[config.mk]
export PLATFORM = sky130hd
export DESIGN_NAME = wb_stage_writer
export DESIGN_NICKNAME = d
export VERILOG_FILES = /design/src/rtl/wb_stage_writer.sv
export SDC_FILE = /design/constraint.sdc
export NUM_CORES = 1
export LEC_CHECK = 0
export ABC_AREA = 1
export BUFFER_PORTS_ARGS = -buffer_cell sky130_fd_sc_hd__buf_2
export CAP_MARGIN = 0
export CELL_PAD_IN_SITES_DETAIL_PLACEMENT = 2
export CELL_PAD_IN_SITES_GLOBAL_PLACEMENT = 2
export CORE_ASPECT_RATIO = 0.5
export CORE_UTILIZATION = 23
export CTS_CLUSTER_DIAMETER = 80
export DETAILED_ROUTE_END_ITERATION = 6
export PLACE_DENSITY = 0.76
export SLEW_MARGIN = 20
export SYNTH_ARGS = -nofsm -noshare
export SYNTH_HDL_FRONTEND = slang
export SYNTH_SLANG_ARGS = --single-unit
[constraint.sdc]
create_clock -name clk -period 1.9 [get_ports clk]
set_clock_uncertainty 0.1 [all_clocks]
set_input_delay 0.57 -clock clk [delete_from_list [all_inputs] [get_ports clk]]
set_output_delay 0.57 -clock clk [all_outputs]
set_load 0.01 [all_outputs]
[src/rtl/wb_stage_writer.sv]
// wb_stage_writer: W-stage pipeline register and writeback formatter.
// Captures M-stage results, formats the GRF write data (ALU, load
// extract/extend, link PC+8, optional HI/LO) and drives the single GRF
// write port. It also exposes the W-stage result for forwarding and
// counts committed register writes.
// Optional feature macro: WB_HILO_EN (M_WDSel=3 selects the MDU HI/LO value).
// Without it, M_WDSel=3 is captured as a bubble.
module wb_stage_writer #(
  parameter logic [31:0] RESET_PC = 32'h0000_3000,
  parameter int          CNT_W    = 32
) (
  input  logic             clk,
  input  logic             reset,
  input  logic             M_valid,
  input  logic [31:0]      M_PC,
  input  logic             M_RegWrite,
  input  logic [4:0]       M_A3,
  input  logic [31:0]      M_ALUOut,
  input  logic [31:0]      M_DMRD,
  input  logic [1:0]       M_WDSel,
  input  logic [2:0]       M_LoadType,
  input  logic [31:0]      M_HILO,
  output logic             W_WE,
  output logic [4:0]       W_A3,
  output logic [31:0]      W_WD,
  output logic [31:0]      W_PC,
  output logic             W_fwd_hit,
  output logic [CNT_W-1:0] W_commits
);

  localparam logic [1:0] SEL_ALU  = 2'd0;
  localparam logic [1:0] SEL_DM   = 2'd1;
  localparam logic [1:0] SEL_LINK = 2'd2;

  localparam logic [2:0] LD_LW  = 3'd0;
  localparam logic [2:0] LD_LB  = 3'd1;
  localparam logic [2:0] LD_LBU = 3'd2;
  localparam logic [2:0] LD_LH  = 3'd3;
  localparam logic [2:0] LD_LHU = 3'd4;

  // W-stage pipeline state
  logic             valid_reg;
  logic             regwrite_reg;
  logic [4:0]       a3_reg;
  logic [31:0]      pc_reg;
  logic [31:0]      aluout_reg;
  logic [31:0]      dmrd_reg;
  logic [1:0]       wdsel_reg;
  logic [2:0]       loadtype_reg;
  logic [CNT_W-1:0] commits_reg;

  // Whether the incoming M-stage slot is a real instruction for this build
  logic capture_valid;
  logic we;
  logic [31:0] load_data;
  logic [31:0] wd_sel;

`ifdef WB_HILO_EN
  logic [31:0] hilo_reg;

  // HI/LO read value rides along with the rest of the instruction
  always_ff @(posedge clk) begin
    if (reset) begin
      hilo_reg <= 32'd0;
    end else if (M_valid) begin
      hilo_reg <= M_HILO;
    end else begin
      hilo_reg <= 32'd0;
    end
  end

  assign capture_valid = M_valid;
`else
  // HI/LO selection is unsupported here: such an instruction becomes a bubble
  // so it never writes the GRF or bumps the commit counter.
  logic unused_hilo;
  assign unused_hilo   = ^M_HILO;
  assign capture_valid = M_valid && (M_WDSel != 2'd3);
`endif

  // Capture the M stage each cycle; bubbles store a clean, inert slot
  always_ff @(posedge clk) begin
    if (reset) begin
      valid_reg    <= 1'b0;
      regwrite_reg <= 1'b0;
      a3_reg       <= 5'd0;
      pc_reg       <= RESET_PC;
      aluout_reg   <= 32'd0;
      dmrd_reg     <= 32'd0;
      wdsel_reg    <= 2'd0;
      loadtype_reg <= 3'd0;
    end else if (capture_valid) begin
      valid_reg    <= 1'b1;
      regwrite_reg <= M_RegWrite;
      a3_reg       <= M_A3;
      pc_reg       <= M_PC;
      aluout_reg   <= M_ALUOut;
      dmrd_reg     <= M_DMRD;
      wdsel_reg    <= M_WDSel;
      loadtype_reg <= M_LoadType;
    end else begin
      valid_reg    <= 1'b0;
      regwrite_reg <= 1'b0;
      a3_reg       <= 5'd0;
      pc_reg       <= RESET_PC;
      aluout_reg   <= 32'd0;
      dmrd_reg     <= 32'd0;
      wdsel_reg    <= 2'd0;
      loadtype_reg <= 3'd0;
    end
  end

  // Commit counter: one tick per edge on which the GRF is actually written
  always_ff @(posedge clk) begin
    if (reset) begin
      commits_reg <= '0;
    end else if (we) begin
      commits_reg <= commits_reg + CNT_W'(1);
    end
  end

  // Byte lanes of the loaded word, lane i = bits [8i+7:8i]
  logic [7:0] byte_lane [4];
  genvar gi;
  generate
    for (gi = 0; gi < 4; gi++) begin : g_byte_lane
      assign byte_lane[gi] = dmrd_reg[8*gi +: 8];
    end
  endgenerate

  logic [1:0]  load_off;
  logic [7:0]  load_byte;
  logic [15:0] load_half;
  assign load_off  = aluout_reg[1:0];
  assign load_byte = byte_lane[load_off];
  // Halfword loads use offset bit 1 only; bit 0 is ignored
  assign load_half = load_off[1] ? dmrd_reg[31:16] : dmrd_reg[15:0];

  // Load extractor: pick byte/half/word and sign- or zero-extend
  always_comb begin
    load_data = dmrd_reg;
    case (loadtype_reg)
      LD_LW:   load_data = dmrd_reg;
      LD_LB:   load_data = {{24{load_byte[7]}}, load_byte};
      LD_LBU:  load_data = {24'd0, load_byte};
      LD_LH:   load_data = {{16{load_half[15]}}, load_half};
      LD_LHU:  load_data = {16'd0, load_half};
      default: load_data = dmrd_reg;
    endcase
  end

  // Writeback data select; PC+8 wraps naturally at 2^32
  always_comb begin
    wd_sel = aluout_reg;
    case (wdsel_reg)
      SEL_ALU:  wd_sel = aluout_reg;
      SEL_DM:   wd_sel = load_data;
      SEL_LINK: wd_sel = pc_reg + 32'd8;
`ifdef WB_HILO_EN
      default:  wd_sel = hilo_reg;
`else
      default:  wd_sel = 32'd0;
`endif
    endcase
  end

  // $0 is never written; address and data read as zero when not writing
  assign we        = valid_reg && regwrite_reg && (a3_reg != 5'd0);
  assign W_WE      = we;
  assign W_A3      = we ? a3_reg : 5'd0;
  assign W_WD      = we ? wd_sel : 32'd0;
  assign W_PC      = pc_reg;
  assign W_fwd_hit = we;
  assign W_commits = commits_reg;

endmodule

== After elaboration in Yosys (flattened, before gate mapping) ==
Index checks and enable logic that the tools add are counted.
Word-level totals
  bits in registers: 140
  input port bits: 142
  output and inout bits: 103
  word-level logic and storage cells: 36
Cells by class
  add/subtract/negate cells: 2
  $lt $le $gt $ge: 1
  equality and inequality tests: 7
  mux-type cells: 9
  bitwise gates (word level): 2
  reductions and logical operators: 6
Operators by type and width (count)
  32-bit case mux with 4 select lines: 1
  32-bit case mux with 3 select lines: 1
  32-bit by 1-bit adder with 32-bit output (second input constant): 1
  32-bit by 4-bit adder with 32-bit output (second input constant): 1
  32-bit two-way mux: 1
  8-bit binary-select mux with 2-bit select: 1
  16-bit two-way mux: 1
  8-bit two-way mux: 2
  3-bit by 2-bit equality test with 1-bit output (second input constant): 2
  5-bit two-way mux: 1
  5-bit nonzero test: 1
  3-bit by 1-bit equality test with 1-bit output (second input constant): 1
  3-bit equality test (second input constant): 1
  3-bit >= comparator (second input constant): 1
  1-bit logical AND: 3
  2-bit NOT with 3-bit output: 1
  2-bit by 1-bit equality test with 1-bit output (second input constant): 1
  2-bit equality test (second input constant): 1
  2-bit zero test: 1
  2-bit != test (second input constant): 1
  2-bit OR reduction: 1
  1-bit two-way mux: 1
  1-bit NOT: 1

== Longest topological paths before layout ==
Gate-level depths: netlist (run 1).
  word-level depth: 7
  depth in mapped cells: 11
  mapped depth without buffers: 11

== Worst setup path after synthesis (run 1) ==
Ideal clock, no wire load.
  path kind: reg-to-output
  from: reg pc_reg[3], in the netlist W_PC[3]
  to: out W_WD[9]
  arrival: 1.534 ns
  data required time: 1.230 ns
  slack: -0.304 ns
  cell stages (with the launch flop): 9
  path buffers: 0
  cell sequence: dfxtp_1 ha_1 nand2_1 nor2_4 nand2_2 inv_1 nor2_1 o21a_1 a21oi_1
Between the ends
  longest elaborated chain between the ends: 3
RTL lines
  start, declared: RTL line 45  | logic [31:0] pc_reg;
  start signal, assigned: RTL line 87  | pc_reg <= RESET_PC;
  start signal, assigned: RTL line 96  | pc_reg <= M_PC;
  start signal, assigned: RTL line 105  | pc_reg <= RESET_PC;
  32-bit by 4-bit adder with 32-bit output: RTL line 158  | SEL_LINK: wd_sel = pc_reg + 32'd8;
  32-bit case mux with 3 select lines: RTL line 155  | case (wdsel_reg)
  32-bit two-way mux: RTL line 171  | assign W_WD = we ? wd_sel : 32'd0;
  end, declared: RTL line 25  | output logic [31:0] W_WD,
No other way between the ends.

== Final worst setup path (run 1) ==
  from: reg pc_reg[4], in the netlist W_PC[4]
  to: out W_WD[21]
The elaborated chain is that of the path after synthesis.

==> results of run 1 <==
-- what timing repair did --
| item | 4_1_cts | 5_1_grt |
|---|---|---|
| setup endpoints to repair | 41 | 61 |
| pin swaps | 53 | 52 |
| setup buffers | 24 | 15 |
| resized for setup | 212 | 115 |
| gates cloned | 4 | 5 |
-- power breakdown --
group          internal [uW]  leakage, uW  total, uW  switching [uW]
combinational            429      0.00453       1040             613
sequential              3000      0.00116       3090            88.3
clock                   2040     0.000281       3590            1540
total                   5470      0.00597       7720            2250
-- critical path: stages (launching register included) --
cell                      delay, ns
sky130_fd_sc_hd__dfxtp_4       0.38
sky130_fd_sc_hd__ha_4          0.15
sky130_fd_sc_hd__nand2_4       0.05
sky130_fd_sc_hd__nor2_4        0.20
sky130_fd_sc_hd__nand2_4       0.14
sky130_fd_sc_hd__nor2_4        0.17
sky130_fd_sc_hd__nand2_1       0.10
sky130_fd_sc_hd__nand2_1       0.12
sky130_fd_sc_hd__nand3_2       0.10
sky130_fd_sc_hd__nand3_2       0.08
sky130_fd_sc_hd__nand2_2       0.07
sky130_fd_sc_hd__inv_2         0.07
sky130_fd_sc_hd__buf_6         0.10
-- synth_stat cells --
| cell | n | share of area (%) |
|---|---|---|
| sky130_fd_sc_hd__a21boi_0 | 2 | 0.20 |
| sky130_fd_sc_hd__a21oi_1 | 54 | 3.6 |
| sky130_fd_sc_hd__a21oi_2 | 4 | 0.47 |
| sky130_fd_sc_hd__a22o_1 | 2 | 0.23 |
| sky130_fd_sc_hd__a22oi_1 | 3 | 0.30 |
| sky130_fd_sc_hd__a31oi_1 | 3 | 0.25 |
| sky130_fd_sc_hd__buf_2 | 13 | 0.87 |
| sky130_fd_sc_hd__buf_4 | 3 | 0.30 |
| sky130_fd_sc_hd__buf_6 | 2 | 0.30 |
| sky130_fd_sc_hd__clkbuf_1 | 20 | 1.0 |
| sky130_fd_sc_hd__clkinv_1 | 1 | 0.050 |
| sky130_fd_sc_hd__dfxtp_1 | 140 | 37 |
| sky130_fd_sc_hd__ha_1 | 2 | 0.33 |
| sky130_fd_sc_hd__inv_1 | 236 | 12 |
| sky130_fd_sc_hd__inv_2 | 6 | 0.30 |
| sky130_fd_sc_hd__nand2_1 | 334 | 17 |
| sky130_fd_sc_hd__nand2_2 | 7 | 0.58 |
| sky130_fd_sc_hd__nand2_4 | 1 | 0.15 |
| sky130_fd_sc_hd__nand3_1 | 69 | 4.6 |
| sky130_fd_sc_hd__nand3_2 | 4 | 0.53 |
| sky130_fd_sc_hd__nand3_4 | 1 | 0.23 |
| sky130_fd_sc_hd__nand3b_1 | 7 | 0.70 |
| sky130_fd_sc_hd__nand3b_2 | 1 | 0.15 |
| sky130_fd_sc_hd__nand4_1 | 8 | 0.67 |
| sky130_fd_sc_hd__nor2_1 | 253 | 13 |
| sky130_fd_sc_hd__nor2_2 | 4 | 0.33 |
| sky130_fd_sc_hd__nor2_4 | 4 | 0.60 |
| sky130_fd_sc_hd__nor2_8 | 1 | 0.27 |
| sky130_fd_sc_hd__nor3_1 | 3 | 0.20 |
| sky130_fd_sc_hd__o211ai_1 | 1 | 0.10 |
| sky130_fd_sc_hd__o21a_1 | 2 | 0.20 |
| sky130_fd_sc_hd__o21ai_0 | 33 | 2.2 |
| sky130_fd_sc_hd__o21ai_1 | 1 | 0.067 |
| sky130_fd_sc_hd__o21ai_4 | 1 | 0.22 |
| sky130_fd_sc_hd__o21bai_1 | 10 | 1.0 |
| sky130_fd_sc_hd__or2_2 | 3 | 0.25 |
| sky130_fd_sc_hd__xnor2_1 | 1 | 0.12 |
| sky130_fd_sc_hd__xor2_1 | 2 | 0.23 |
-- through the flow --
stage	setup TNS [ns]	hold slack, ns	utilization (%)	cell area (um2)
3_3_place_gp	-9.42	0.383	32.0	10200
5_1_grt	-32.11	0.203	38.4	12300
6_report	-29.10	0.221	38.4	12300
2_1_floorplan	-0.415	0.396	-	7610
3_5_place_dp	-10.96	0.401	32.0	10200
4_1_cts	-27.63	0.182	36.9	11800
-- metal layers --
layer	track usage, %	share of wire, %	vias up
met5	0	0	-
met4	9.82	4.4	0
met3	4.06	3.6	129
met2	44.0	53	314
met1	26.1	39	4854
li1	-	-	4443
-- final timing paths --
check / cells past startpoint / to
max reg2reg: 8 / W_commits[7]
min reg2reg: 2 / W_commits[4]
max: 12 / W_WD[21]
min: 3 / W_PC[25]
-- cell families after synthesis --
kind of cell    after synthesis
buf+inv                     281
flops                       140
simple gates                700
fa+ha+maj                     2
xor+xnor                      3
compound gates              116
-- layout make-up --
class / instances / area [um2] / share of cell area (%)
flip-flops and latches: 140 / 2910 / 23.8
well taps: 432 / 541 / 4.41
multi-input cells: 822 / 4490 / 36.6
clock buffers: 20 / 467 / 3.81
diodes: 1 / 2.50 / 0.0204
inverters: 243 / 958 / 7.82
repair buffers: 384 / 2750 / 22.4
clock inverters: 12 / 138 / 1.12
==> impl_metrics.ini, run 1 <==
[yosys]
post_synthesis_mux_area_share_pct = 0
synth_area_in_compound_gates_pct = 8.83
synth_sequential_area_ratio_pct = 37.3
syn_avg_cell_area_um2 = 6.05
synth_adder_area_share_pct = 0.333
largest_family_of_logic_cells_by_synthesized_area = simple AND/OR/NAND/NOR gates
synthesis_warnings = 0
post_synth_inst_count = 1242
simple_gate_portion_of_the_synthesized_area_pct = 38.6
syn-cell-area_mm2 = 0.00751
yosys_register_bits = 140
yosysUniqueCellTypes = 38
synth_fp_nets = 1386
synth-xor-area-share_pct = 0.350

[placed_design]
place.gp.congestion = 0.837
dp.cells = 1984
detailedPlacementHpwl_um = 27700
place_worst_setup_slack_ns = -0.491
place.port_buffers = 212

[timing]
timing.final.ws_setup_ns = -0.958
maxSlewHeadroom_pct = 73.7
fmaxAchievable_mhz = 350
tightest_slew_ns = 0.391
grt_setup_unrepaired = true
hold_viol_final = 0
setup_viol = 37
final_clock_period_utilization_by_the_worst_path_pct = 150
timing_max_transition_violations_final = 0
final.min_clock_period_ns = 2.86

[clocking]
clock_tree.root_cell = sky130_fd_sc_hd__clkbuf_16
cts-buffers-inserted = 17
tritoncts = yes
clock_insertion_delay_worst_skew_ns = 0.45
clkSlewWorstSetupHoldPaths_ns = 0.07
clock_tree.htree_level_count = 4
clock_tree_sinks = 140
cts_hold_repair.buffers = 0
cts_buffer_depth = 2

[routing]
drt_pass1_iterations = 6
antenna_violating_nets_post_route = 0
finalWirelength_um = 46500
drt_iter0_markers = 514
detail_route.wl_per_cell_um = 22.6
vias_per_cell = 4.74
drc_violations_left = 0
detailroute.via_count = 9740

[global_routing]
initial_antenna_violation_count = 0
grt_max_degree = 32
grtUsageTotal_pct = 23.3
vias_in_the_first_global_route = 10430
first_pass_grt_wire_length_um = 59000
grt-ovfl-total = 0

[power]
peakVddDrop_v = 0.000604
p_leak_uw = 0.00597
power.density_cell_area_mw_per_mm2 = 630
totalPowerFinal_uw = 7720

[worst_setup_path]
crit_path_end_kind = output pin
timing.critical_path.from = W_PC[4]
worst-r2r-setup-slack_ns = 0.09
worst_ep_arrival_time_ns = 2.19
timing_worst_setup_path_type = register to output pin
critical_path.reg2reg.startpoint = a3_reg[3]
critPathLaunchType = register
worst_path_fanout_max = 4
critPathRequiredTime_ns = 1.23

[outcome]
violations_in_the_final_reports = negative setup slack
status = complete, but fails checks

[final_layout]
layoutNonFillerInstCount = 2054
layout_common_cells = 260 x sky130_fd_sc_hd__nand2_1, 213 x sky130_fd_sc_hd__inv_1, 202 x sky130_fd_sc_hd__nor2_1
area.growth.synth_to_final_pct = 63.1
fillers = 3781
final_net_count = 1752
drive_above_1_share_pct = 42.6
mostFrequentLayoutCell = sky130_fd_sc_hd__nand2_1

[job]
max-cap-violations = 0

[die]
die_height_um = 130
boundaryPins = 245
floorplan.rows = 46
core-area_mm2 = 0.0319
initial_utilization_pct = 23.6
die-area_mm2 = 0.0334
chipWidth_um = 258

[min_path]
min_path_type = input pin to register
hold_path_startpoint = M_PC[25]
No activity file was read; power rests on OpenSTA's default activity.
==> run 2: changes to the inputs <==
--- a/config.mk
+++ b/config.mk
@@ -8,10 +8,8 @@
 export ABC_AREA = 1
 export BUFFER_PORTS_ARGS = -buffer_cell sky130_fd_sc_hd__buf_2
 export CAP_MARGIN = 0
-export CELL_PAD_IN_SITES_DETAIL_PLACEMENT = 2
-export CELL_PAD_IN_SITES_GLOBAL_PLACEMENT = 2
 export CORE_ASPECT_RATIO = 0.5
-export CORE_UTILIZATION = 23
+export CORE_UTILIZATION = 46
 export CTS_CLUSTER_DIAMETER = 80
 export DETAILED_ROUTE_END_ITERATION = 6
 export PLACE_DENSITY = 0.76
==> run 2 against run 1 <==
The flow still finishes with violations (negative setup slack). Die area down 50%. Hold slack better by 0.0079 ns. Non-clock buffer count down 32. Sequential power about the same. Critical path depth down 3. Global-route usage up 7.8 points. Count of clock-buffer cells in the layout down 1. Combinational power down 20%. Final cell count down 12%. Design area down 7.5%. First-iteration DRC count up 31%. Critical path type unchanged. Critical endpoint is now W_WD[11]. Highest routed layer unchanged.
==> impl_metrics.ini, run 2 (synthesized netlist as in run 1, its figures left out) <==
[routing]
detail_route.wl_per_cell_um = 14.6
antenna_violating_nets_post_route = 0
drt_pass1_iterations = 5
drt_iter0_markers = 675
vias_per_cell = 4.97
finalWirelength_um = 26300
drc_violations_left = 0
detailroute.via_count = 8995

[timing]
final.min_clock_period_ns = 2.67
finalSetupTns_ns = -24.06
final_clock_period_utilization_by_the_worst_path_pct = 141
tightest_slew_ns = 0.493
grt_setup_unrepaired = true
fmaxAchievable_mhz = 374
setup_viol = 37
hold_viol_final = 0
timing.final.ws_setup_ns = -0.771
maxSlewHeadroom_pct = 67.1
timing_max_transition_violations_final = 0

[die]
die-area_mm2 = 0.0169
core-area_mm2 = 0.0157
initial_utilization_pct = 47.9
boundaryPins = 245
floorplan.rows = 32
die_height_um = 92.4
chipWidth_um = 183

[outcome]
violations_in_the_final_reports = negative setup slack
status = complete, but fails checks

[placed_design]
detailedPlacementHpwl_um = 18700
dp.cells = 1751
place.gp.congestion = 0.934
place.port_buffers = 212

[global_routing]
initial_antenna_violation_count = 0
grt-ovfl-total = 0
grt_max_degree = 50
first_pass_grt_wire_length_um = 41000
grtUsageTotal_pct = 31.1
vias_in_the_first_global_route = 8356

[final_layout]
layout_common_cells = 299 x sky130_fd_sc_hd__nand2_1, 218 x sky130_fd_sc_hd__nor2_1, 214 x sky130_fd_sc_hd__inv_1
antenna_cells_inserted = 0
multi_input_area_mm2 = 0.00415
final_net_count = 1720
layoutNonFillerInstCount = 1810
layout.area.seq_mm2 = 0.00286
area.growth.synth_to_final_pct = 50.9
drive_above_1_share_pct = 37.1
mostFrequentLayoutCell = sky130_fd_sc_hd__nand2_1
fillers = 1265

[clocking]
clock_tree.root_cell = sky130_fd_sc_hd__clkbuf_16
clock_tree_sinks = 140
tritoncts = yes
cts_hold_repair.buffers = 0
clock_tree.htree_level_count = 4
cts-buffers-inserted = 17
clock_insertion_delay_worst_skew_ns = 0.43
cts_buffer_depth = 2
clkSlewWorstSetupHoldPaths_ns = 0.07

[worst_setup_path]
worst_ep_arrival_time_ns = 2.00
worst_path_fanout_max = 4
critPathRequiredTime_ns = 1.23
timing_worst_setup_path_type = register to output pin
rr_worst_depth = 12
critPathLaunchType = register
crit_path_end_kind = output pin
worst-r2r-setup-slack_ns = 0.08

[power]
peakVddDrop_v = 0.000654
p_leak_uw = 0.00562
power.density_cell_area_mw_per_mm2 = 669

[min_path]
min_path_type = input pin to register
whs_path_depth = 2

[job]
max-cap-violations = 0
-- run 2: stage by stage --
stage	total power (uW)	cell area, um2	hold slack, ns	worst slack, ns	util [%]
6_report	7590	11300	0.228	-0.771	72.2
5_1_grt	7830	11300	0.224	-0.829	72.2
4_1_cts	7530	10900	0.220	-0.714	69.4
3_5_place_dp	3860	9730	0.385	-0.328	62.0
3_3_place_gp	3840	9730	0.379	-0.290	62.0
2_1_floorplan	3490	7610	0.396	-0.111	-
-- run 2: layer usage --
metal	routed length (um)	up-vias	track usage, %	share of wire, %
met2	12500	424	52.7	48
li1	-	4397	-	-
met4	568	0	10.4	2.2
met1	11200	4109	40.1	42
met3	2090	65	5.62	7.9
met5	0	-	0	0
-- run 2: area by class of cell --
| cell class | instances | share of cell area (%) |
|---|---|---|
| multi-input combinational | 822 | 36.6 |
| sequential | 140 | 25.2 |
| timing repair buffer | 352 | 21.8 |
| inverter | 243 | 8.36 |
| clock buffer | 19 | 4.09 |
| tap | 221 | 2.44 |
| clock inverter | 13 | 1.54 |
-- run 2: timing repair --
item,CTS,global route
endpoints found under the setup margin,37,50
resized for setup,97,95
pin swaps,30,25
buffers inserted,8,12
cloned,5,3
-- run 2: path summary, 6_finish.rpt --
| kind | startpoint | to |
|---|---|---|
| worst max-delay path | W_PC[3] | W_WD[11] |
| worst min-delay path | M_PC[13] | W_PC[13] |
| worst max register to register | a3_reg[0] | W_commits[15] |
| worst min register to register | W_commits[20] | W_commits[20] |
-- run 2: critical path, stage by stage (launching register included) --
cell and delay (ns):
sky130_fd_sc_hd__dfxtp_4 0.38, sky130_fd_sc_hd__ha_4 0.15, sky130_fd_sc_hd__nand2_4 0.06, sky130_fd_sc_hd__nor2_4 0.19, sky130_fd_sc_hd__buf_4 0.14, sky130_fd_sc_hd__buf_4 0.11
sky130_fd_sc_hd__a21oi_1 0.07, sky130_fd_sc_hd__a22oi_1 0.22, sky130_fd_sc_hd__a21oi_2 0.10, sky130_fd_sc_hd__buf_2 0.14
-- run 2: report_power, final --
part / switching, uW / total, uW / leakage, uW / internal [uW]
registers: 63.0 / 3080 / 0.00115 / 3020
logic: 458 / 837 / 0.00416 / 379
clock network: 1460 / 3670 / 0.000307 / 2210
total: 1980 / 7590 / 0.00562 / 5610
